`src/rtl/alu_pkg.sv`:
```
// Shared definitions for the multi-cycle ALU: opcode encodings, FSM states and
// the divide-by-zero result fill.
package alu_pkg;

  localparam logic [3:0] OP_ADD = 4'b0001;
  localparam logic [3:0] OP_SUB = 4'b0010;
  localparam logic [3:0] OP_MUL = 4'b0011;
  localparam logic [3:0] OP_DIV = 4'b0101;
  localparam logic [3:0] OP_AND = 4'b0110;
  localparam logic [3:0] OP_OR  = 4'b0111;
  localparam logic [3:0] OP_NEG = 4'b1000;
  localparam logic [3:0] OP_NOT = 4'b1010;
  localparam logic [3:0] OP_SRA = 4'b1011;
  localparam logic [3:0] OP_SHL = 4'b1100;
  localparam logic [3:0] OP_SHR = 4'b1101;
  localparam logic [3:0] OP_ROL = 4'b1110;
  localparam logic [3:0] OP_ROR = 4'b1111;

  typedef enum logic [1:0] {
    ST_IDLE = 2'd0,
    ST_DIV  = 2'd1,
    ST_FIN  = 2'd2
  } state_e;

  // Divide by zero returns an all-ones quotient; the remainder is the dividend.
  localparam logic DIV0_LO_FILL = 1'b1;

endpackage

```
`src/rtl/seq_divider.sv`:
```
// Iterative signed restoring divider: one quotient bit per cycle on |a|/|b|,
// W steps after start; done_o marks the final step with signed results valid.
module seq_divider #(
  parameter int W  = 32,
  parameter int CW = $clog2(W)
) (
  input  logic          clk,
  input  logic          clear,
  input  logic          start_i,
  input  logic [W-1:0]  a_i,
  input  logic [W-1:0]  b_i,
  output logic [CW-1:0] count_o,
  output logic          done_o,
  output logic [W-1:0]  quo_o,
  output logic [W-1:0]  rem_o
);

  logic          busy_q;
  logic [CW-1:0] cnt_q;
  logic [W-1:0]  rem_q;
  logic [W-1:0]  quo_q;
  logic [W-1:0]  dvs_q;
  logic          qneg_q;
  logic          rneg_q;

  logic [W:0]    trial;
  logic [W-1:0]  rem_n;
  logic [W-1:0]  quo_n;

  // quo_q shifts the dividend out at the top while quotient bits enter at the bottom.
  always_comb begin
    trial = {rem_q, quo_q[W-1]} - {1'b0, dvs_q};
    if (!trial[W]) begin
      rem_n = trial[W-1:0];
      quo_n = {quo_q[W-2:0], 1'b1};
    end else begin
      rem_n = {rem_q[W-2:0], quo_q[W-1]};
      quo_n = {quo_q[W-2:0], 1'b0};
    end
  end

  always_ff @(posedge clk) begin
    if (clear) begin
      busy_q <= 1'b0;
      cnt_q  <= '0;
      rem_q  <= '0;
      quo_q  <= '0;
      dvs_q  <= '0;
      qneg_q <= 1'b0;
      rneg_q <= 1'b0;
    end else if (start_i) begin
      busy_q <= 1'b1;
      cnt_q  <= CW'(W - 1);
      rem_q  <= '0;
      quo_q  <= a_i[W-1] ? -a_i : a_i;
      dvs_q  <= b_i[W-1] ? -b_i : b_i;
      qneg_q <= a_i[W-1] ^ b_i[W-1];
      rneg_q <= a_i[W-1];
    end else if (busy_q) begin
      rem_q <= rem_n;
      quo_q <= quo_n;
      cnt_q <= cnt_q - 1'b1;
      if (cnt_q == '0) begin
        busy_q <= 1'b0;
      end
    end
  end

  // Magnitude of -2^(W-1) wraps to itself, so the overflow case falls out naturally.
  assign quo_o   = qneg_q ? -quo_n : quo_n;
  assign rem_o   = rneg_q ? -rem_n : rem_n;
  assign done_o  = busy_q && (cnt_q == '0);
  assign count_o = cnt_q;

endmodule

```
`src/rtl/alu_mc.sv`:
```
// Multi-cycle ALU: single-cycle logic/arith/shift/MUL, iterative signed DIV.
// One op per start/ready handshake, results in {z_hi,z_lo} with a done pulse.
module alu_mc
  import alu_pkg::*;
#(
  parameter int W   = 32,
  parameter int SHW = $clog2(W)
) (
  input  logic         clk,
  input  logic         clear,
  input  logic         start,
  output logic         ready,
  input  logic [3:0]   op,
  input  logic [W-1:0] a,
  input  logic [W-1:0] b,
  output logic [W-1:0] z_lo,
  output logic [W-1:0] z_hi,
  output logic         done,
  output logic         div_by_zero
);

  state_e         state_q, state_d;
  logic [W-1:0]   z_lo_q, z_lo_d;
  logic [W-1:0]   z_hi_q, z_hi_d;
  logic [W-1:0]   a_q, a_d;
  logic           done_q, done_d;
  logic           dz_q, dz_d;

  logic           div_start;
  logic [SHW-1:0] div_count;
  logic           div_done;
  logic [W-1:0]   div_quo;
  logic [W-1:0]   div_rem;

  logic [SHW-1:0] sh;
  logic [2*W-1:0] prod;
  logic [W-1:0]   alu_lo;
  logic [W-1:0]   alu_hi;

  seq_divider #(
    .W  (W),
    .CW (SHW)
  ) u_div (
    .clk     (clk),
    .clear   (clear),
    .start_i (div_start),
    .a_i     (a),
    .b_i     (b),
    .count_o (div_count),
    .done_o  (div_done),
    .quo_o   (div_quo),
    .rem_o   (div_rem)
  );

  assign sh   = b[SHW-1:0];
  assign prod = {{W{a[W-1]}}, a} * {{W{b[W-1]}}, b};

  // Single-cycle results; unlisted opcodes (and DIV) leave both halves unchanged.
  always_comb begin
    alu_lo = z_lo_q;
    alu_hi = z_hi_q;
    case (op)
      OP_ADD: alu_lo = a + b;
      OP_SUB: alu_lo = a - b;
      OP_MUL: {alu_hi, alu_lo} = prod;
      OP_AND: alu_lo = a & b;
      OP_OR:  alu_lo = a | b;
      OP_NOT: alu_lo = ~b;
      OP_NEG: alu_lo = -b;
      OP_SRA: alu_lo = $signed(a) >>> sh;
      OP_SHL: alu_lo = a << sh;
      OP_SHR: alu_lo = a >> sh;
      OP_ROL: alu_lo = (a << sh) | (a >> (W - int'(sh)));
      OP_ROR: alu_lo = (a >> sh) | (a << (W - int'(sh)));
      default: ;
    endcase
  end

  always_comb begin
    state_d   = state_q;
    z_lo_d    = z_lo_q;
    z_hi_d    = z_hi_q;
    a_d       = a_q;
    done_d    = 1'b0;
    dz_d      = dz_q;
    div_start = 1'b0;
    ready     = 1'b0;
    case (state_q)
      ST_IDLE: begin
        ready = 1'b1;
        if (start) begin
          a_d  = a;
          dz_d = 1'b0;
          if (op == OP_DIV) begin
            if (b == '0) begin
              dz_d    = 1'b1;
              state_d = ST_FIN;
            end else begin
              div_start = 1'b1;
              state_d   = ST_DIV;
            end
          end else begin
            z_lo_d = alu_lo;
            z_hi_d = alu_hi;
            done_d = 1'b1;
          end
        end
      end
      ST_DIV: begin
        // The last quotient bit is produced in FIN together with the sign fix-up.
        if (div_count == SHW'(1)) begin
          state_d = ST_FIN;
        end
      end
      ST_FIN: begin
        done_d  = 1'b1;
        state_d = ST_IDLE;
        if (dz_q) begin
          z_lo_d = {W{DIV0_LO_FILL}};
          z_hi_d = a_q;
        end else if (div_done) begin
          z_lo_d = div_quo;
          z_hi_d = div_rem;
        end
      end
      default: state_d = ST_IDLE;
    endcase
  end

  always_ff @(posedge clk) begin
    if (clear) begin
      state_q <= ST_IDLE;
      z_lo_q  <= '0;
      z_hi_q  <= '0;
      a_q     <= '0;
      done_q  <= 1'b0;
      dz_q    <= 1'b0;
    end else begin
      state_q <= state_d;
      z_lo_q  <= z_lo_d;
      z_hi_q  <= z_hi_d;
      a_q     <= a_d;
      done_q  <= done_d;
      dz_q    <= dz_d;
    end
  end

  assign z_lo        = z_lo_q;
  assign z_hi        = z_hi_q;
  assign done        = done_q;
  assign div_by_zero = dz_q;

endmodule

```
`config.mk`:
```
export PLATFORM = sky130hd
export DESIGN_NAME = alu_mc
export DESIGN_NICKNAME = d
export VERILOG_FILES = /design/src/rtl/alu_pkg.sv /design/src/rtl/seq_divider.sv /design/src/rtl/alu_mc.sv
export SDC_FILE = /design/constraint.sdc
export NUM_CORES = 2
export LEC_CHECK = 0
export CORE_AREA = 3 3 309 311
export CTS_BUF_LIST = sky130_fd_sc_hd__clkbuf_8
export CTS_CLUSTER_SIZE = 16
export DETAILED_ROUTE_END_ITERATION = 7
export DIE_AREA = 0 0 312 314
export PLACE_DENSITY = 0.89
export SYNTH_ARGS = -nofsm -noshare
export SYNTH_HDL_FRONTEND = slang
export SYNTH_SLANG_ARGS = --single-unit
```
`constraint.sdc`:
```
create_clock -name clk -period 37.2 [get_ports clk]
set_clock_uncertainty 0.1 [all_clocks]
set_input_delay 9.3 -clock clk [delete_from_list [all_inputs] [get_ports clk]]
set_output_delay 9.3 -clock clk [all_outputs]
set_load 0.005 [all_outputs]
```
==> qor.yml <==
grt:
  antenna_found_initial: 18
  grt_pass1_vias: 58200
  grt_max_degree: 103
  grt_use_total_pct: 50.0
  grt_pass1_wl_um: 365000
  grt_overflow: 0
clock_network:
  path_clk_slew_ps: 70
  cts_resized: 0
  clk-insertion-delay-late_ps: 660
  cts_tree: "done"
  cts_made_buffers: 30
  clock_path_buffers: 3
  cts-root-buf: "clkbuf_8"
  cts_hold_buf: 0
  cts_setup_buffers: 0
  numClockSinks: 204
  cts.htree.levels: 1
synthesis:
  synth.distinct_cells: 97
  seq_area_frac_synth_pct: 6.78
  ys_warn_count: 0
  synthTopCellsByArea: "fa_1, dfxtp_1, inv_1"
  synth_top_family_by_area: "adder cells"
  yosys.area.top_type: "fa_1"
  netlist_instances: 7248
  synth_adder_area_share_pct: 41.7
  syn_area_mm2: 0.0603
  yosys_register_bits: 204
  yosys_most_used_dff: "dfxtp_1"
  synth-simple-area-share_pct: 18.3
  synth_edf_count: 0
  synthXorXnorAreaFrac_pct: 4.08
  synth_nets: 8664
  synth_top_area_share_pct: 36.0
  synth-compound-area-share_pct: 14.3
  synth.area.mux_share_pct: 5.08
  synthArstFlopShare_pct: 0
  avgSynthCellArea_um2: 8.31
detailed_routing:
  vias_per_cell: 6.81
  drtIter0Drc: 8010
  dr.pass1.iters: 8
  finalWirelength_um: 246000
  via_count: 56600
  route.detailed.drc: 4
  wl_per_cell_um: 29.6
  ant_nets: 0
sta:
  min_period_ps: 18700
  whs_ps: 345
  worst_slew_margin_rel_pct: 4.18
  setup-tns-final_ps: 0
  rsz0062_at_grt: "false"
  max_freq_mhz: 53.5
  period_share_pct: 50.3
  setup_viol: 0
  worst_pin_slew_ps: 1440
  final-max-slew-violation-count: 0
  finalHoldViolCount: 0
setup_path:
  ff2ff_path_depth: 22
  cp-start-kind: "input port"
  end_kind: "flip-flop"
  crit_type: "input port to flip-flop"
  cp_slowest_cell: "fa_1"
  ff2ff_setup_slack_ps: 29900
  worstPathArrival_ps: 19110
  rr_startpoint: "u_div.quo_q[31]"
  crit_top_cell: "fa_1"
  r2r_end: "z_hi[30]"
  critPathRequiredTime_ps: 37610
  worstPathMaxFanout: 37
  cpPeakStageDelay_ps: 950
hold_path:
  min_path_type: "flip-flop to flip-flop"
  hold_depth: 2
  hold_end: "z_lo[24]"
  min-delay-start: "z_lo[24]"
floorplanning:
  core_area_mm2: 0.0930
  dieArea_mm2: 0.0980
  die-height_um: 314
  io_pins: 138
  die_x_um: 312
  std_cell_rows: 112
  start_util_pct: 64.8
placed_design:
  hpwlAfterDp_um: 185000
  gp_congestion: 1.12
  port_buffers: 137
status:
  failed_checks: "design-rule violations"
  status: "finished, violations left"
layout:
  area_delta_synth_final_pct: 4.19
  drive_above_1_share_pct: 5.80
  nNetsFinal: 8440
  final_common_cell: "fa_1"
  n_fill_cell: 7313
  final_cell_mix: "fa_1, inv_1, nand2_1"
job:
  drv_cap: 0
-- per-layer routing --
metal,part of all wire (%),vias to the layer above,global-route usage [%]
met2,42,4729,72.9
met4,8.7,8,34.1
met3,15,1259,16.8
met1,35,27700,63.1
li1,-,23000,-
met5,0.019,-,0
-- final cells by class --
type	count	area [um2]	share of cell area [%]
Tap cell	1254	1570	2.50
Sequential cell	204	4090	6.51
Clock buffer	38	523	0.833
Antenna cell	15	37.5	0.0598
Clock inverter	18	194	0.309
Multi-Input combinational cell	5487	50400	80.3
Inverter	1028	3860	6.15
Timing Repair Buffer	273	2110	3.37
-- logic make-up (layout without fill, tap and decap cells) --
kind of cell | count (synthesis) | count (layout)
XOR/XNOR | 281 | 281
other | 0 | 15
adder cells (fa/ha/maj) | 1361 | 1361
AO/OA/AOI/OAI | 1292 | 1292
AND/OR/NAND/NOR | 2298 | 2298
buffers and inverters | 1557 | 1357
flip-flops | 204 | 204
multiplexers | 255 | 255
-- metrics by stage --
stage | setup slack, ps | cell area, um2 | cells | utilization [%]
global placement | 18310 | 62000 | 8246 | 66.7
CTS | 18760 | 62800 | 8302 | 67.4
finish | 18500 | 62800 | 8317 | 67.5
floorplan | 18970 | 60300 | 7248 | -
global route | 18180 | 62800 | 8304 | 67.4
detailed placement | 18130 | 62000 | 8246 | 66.7
-- synthesized netlist by cell type (80+ instances only) --
library cell	instances
dfxtp_1	204
ha_1	261
buf_1	81
inv_1	1023
nor2_1	434
and2_1	561
nand2_1	891
clkbuf_1	425
o21ai_0	223
xnor2_1	183
fa_1	1084
a211oi_1	133
xor2_1	98
a21o_1	80
mux2i_1	162
a21oi_1	351
nand3_1	81
-- worst max-delay path by stage --
stage               start        to  slack [ps]  cells after the start
detailed placement  a[31]  z_hi[29]       18130                     26
finish              a[31]  z_hi[29]       18500                     26
global placement    a[31]  z_hi[29]       18310                     26
CTS                 a[31]  z_hi[29]       18760                     26
floorplan            b[4]  z_hi[31]       18970                     28
global route        a[31]  z_hi[31]       18180                     26
-- registers in the layout, indices dropped and copies added (netlist names) --
| name | flops |
|---|---|
| done | 1 |
| z_lo | 32 |
| u_div.busy_q | 1 |
| div_by_zero | 1 |
| u_div.rem_q | 32 |
| z_hi | 32 |
| u_div.rneg_q | 1 |
| u_div.count_o | 5 |
| state_q | 2 |
| a_q | 32 |
| u_div.dvs_q | 32 |
| u_div.quo_q | 32 |
| u_div.qneg_q | 1 |
-- critical path: cells and delay by family --
| family | cells | cell delay (ps) |
|---|---|---|
| adders and majority gates | 9 | 5060 |
| buffers and inverters | 7 | 1650 |
| AOI/OAI and AO/OA | 6 | 1650 |
| and+or+nand+nor | 4 | 1390 |
Power is left out: the tool's default activity adds up to more than one toggle a clock period on the data nets, which glitch-free logic cannot reach.
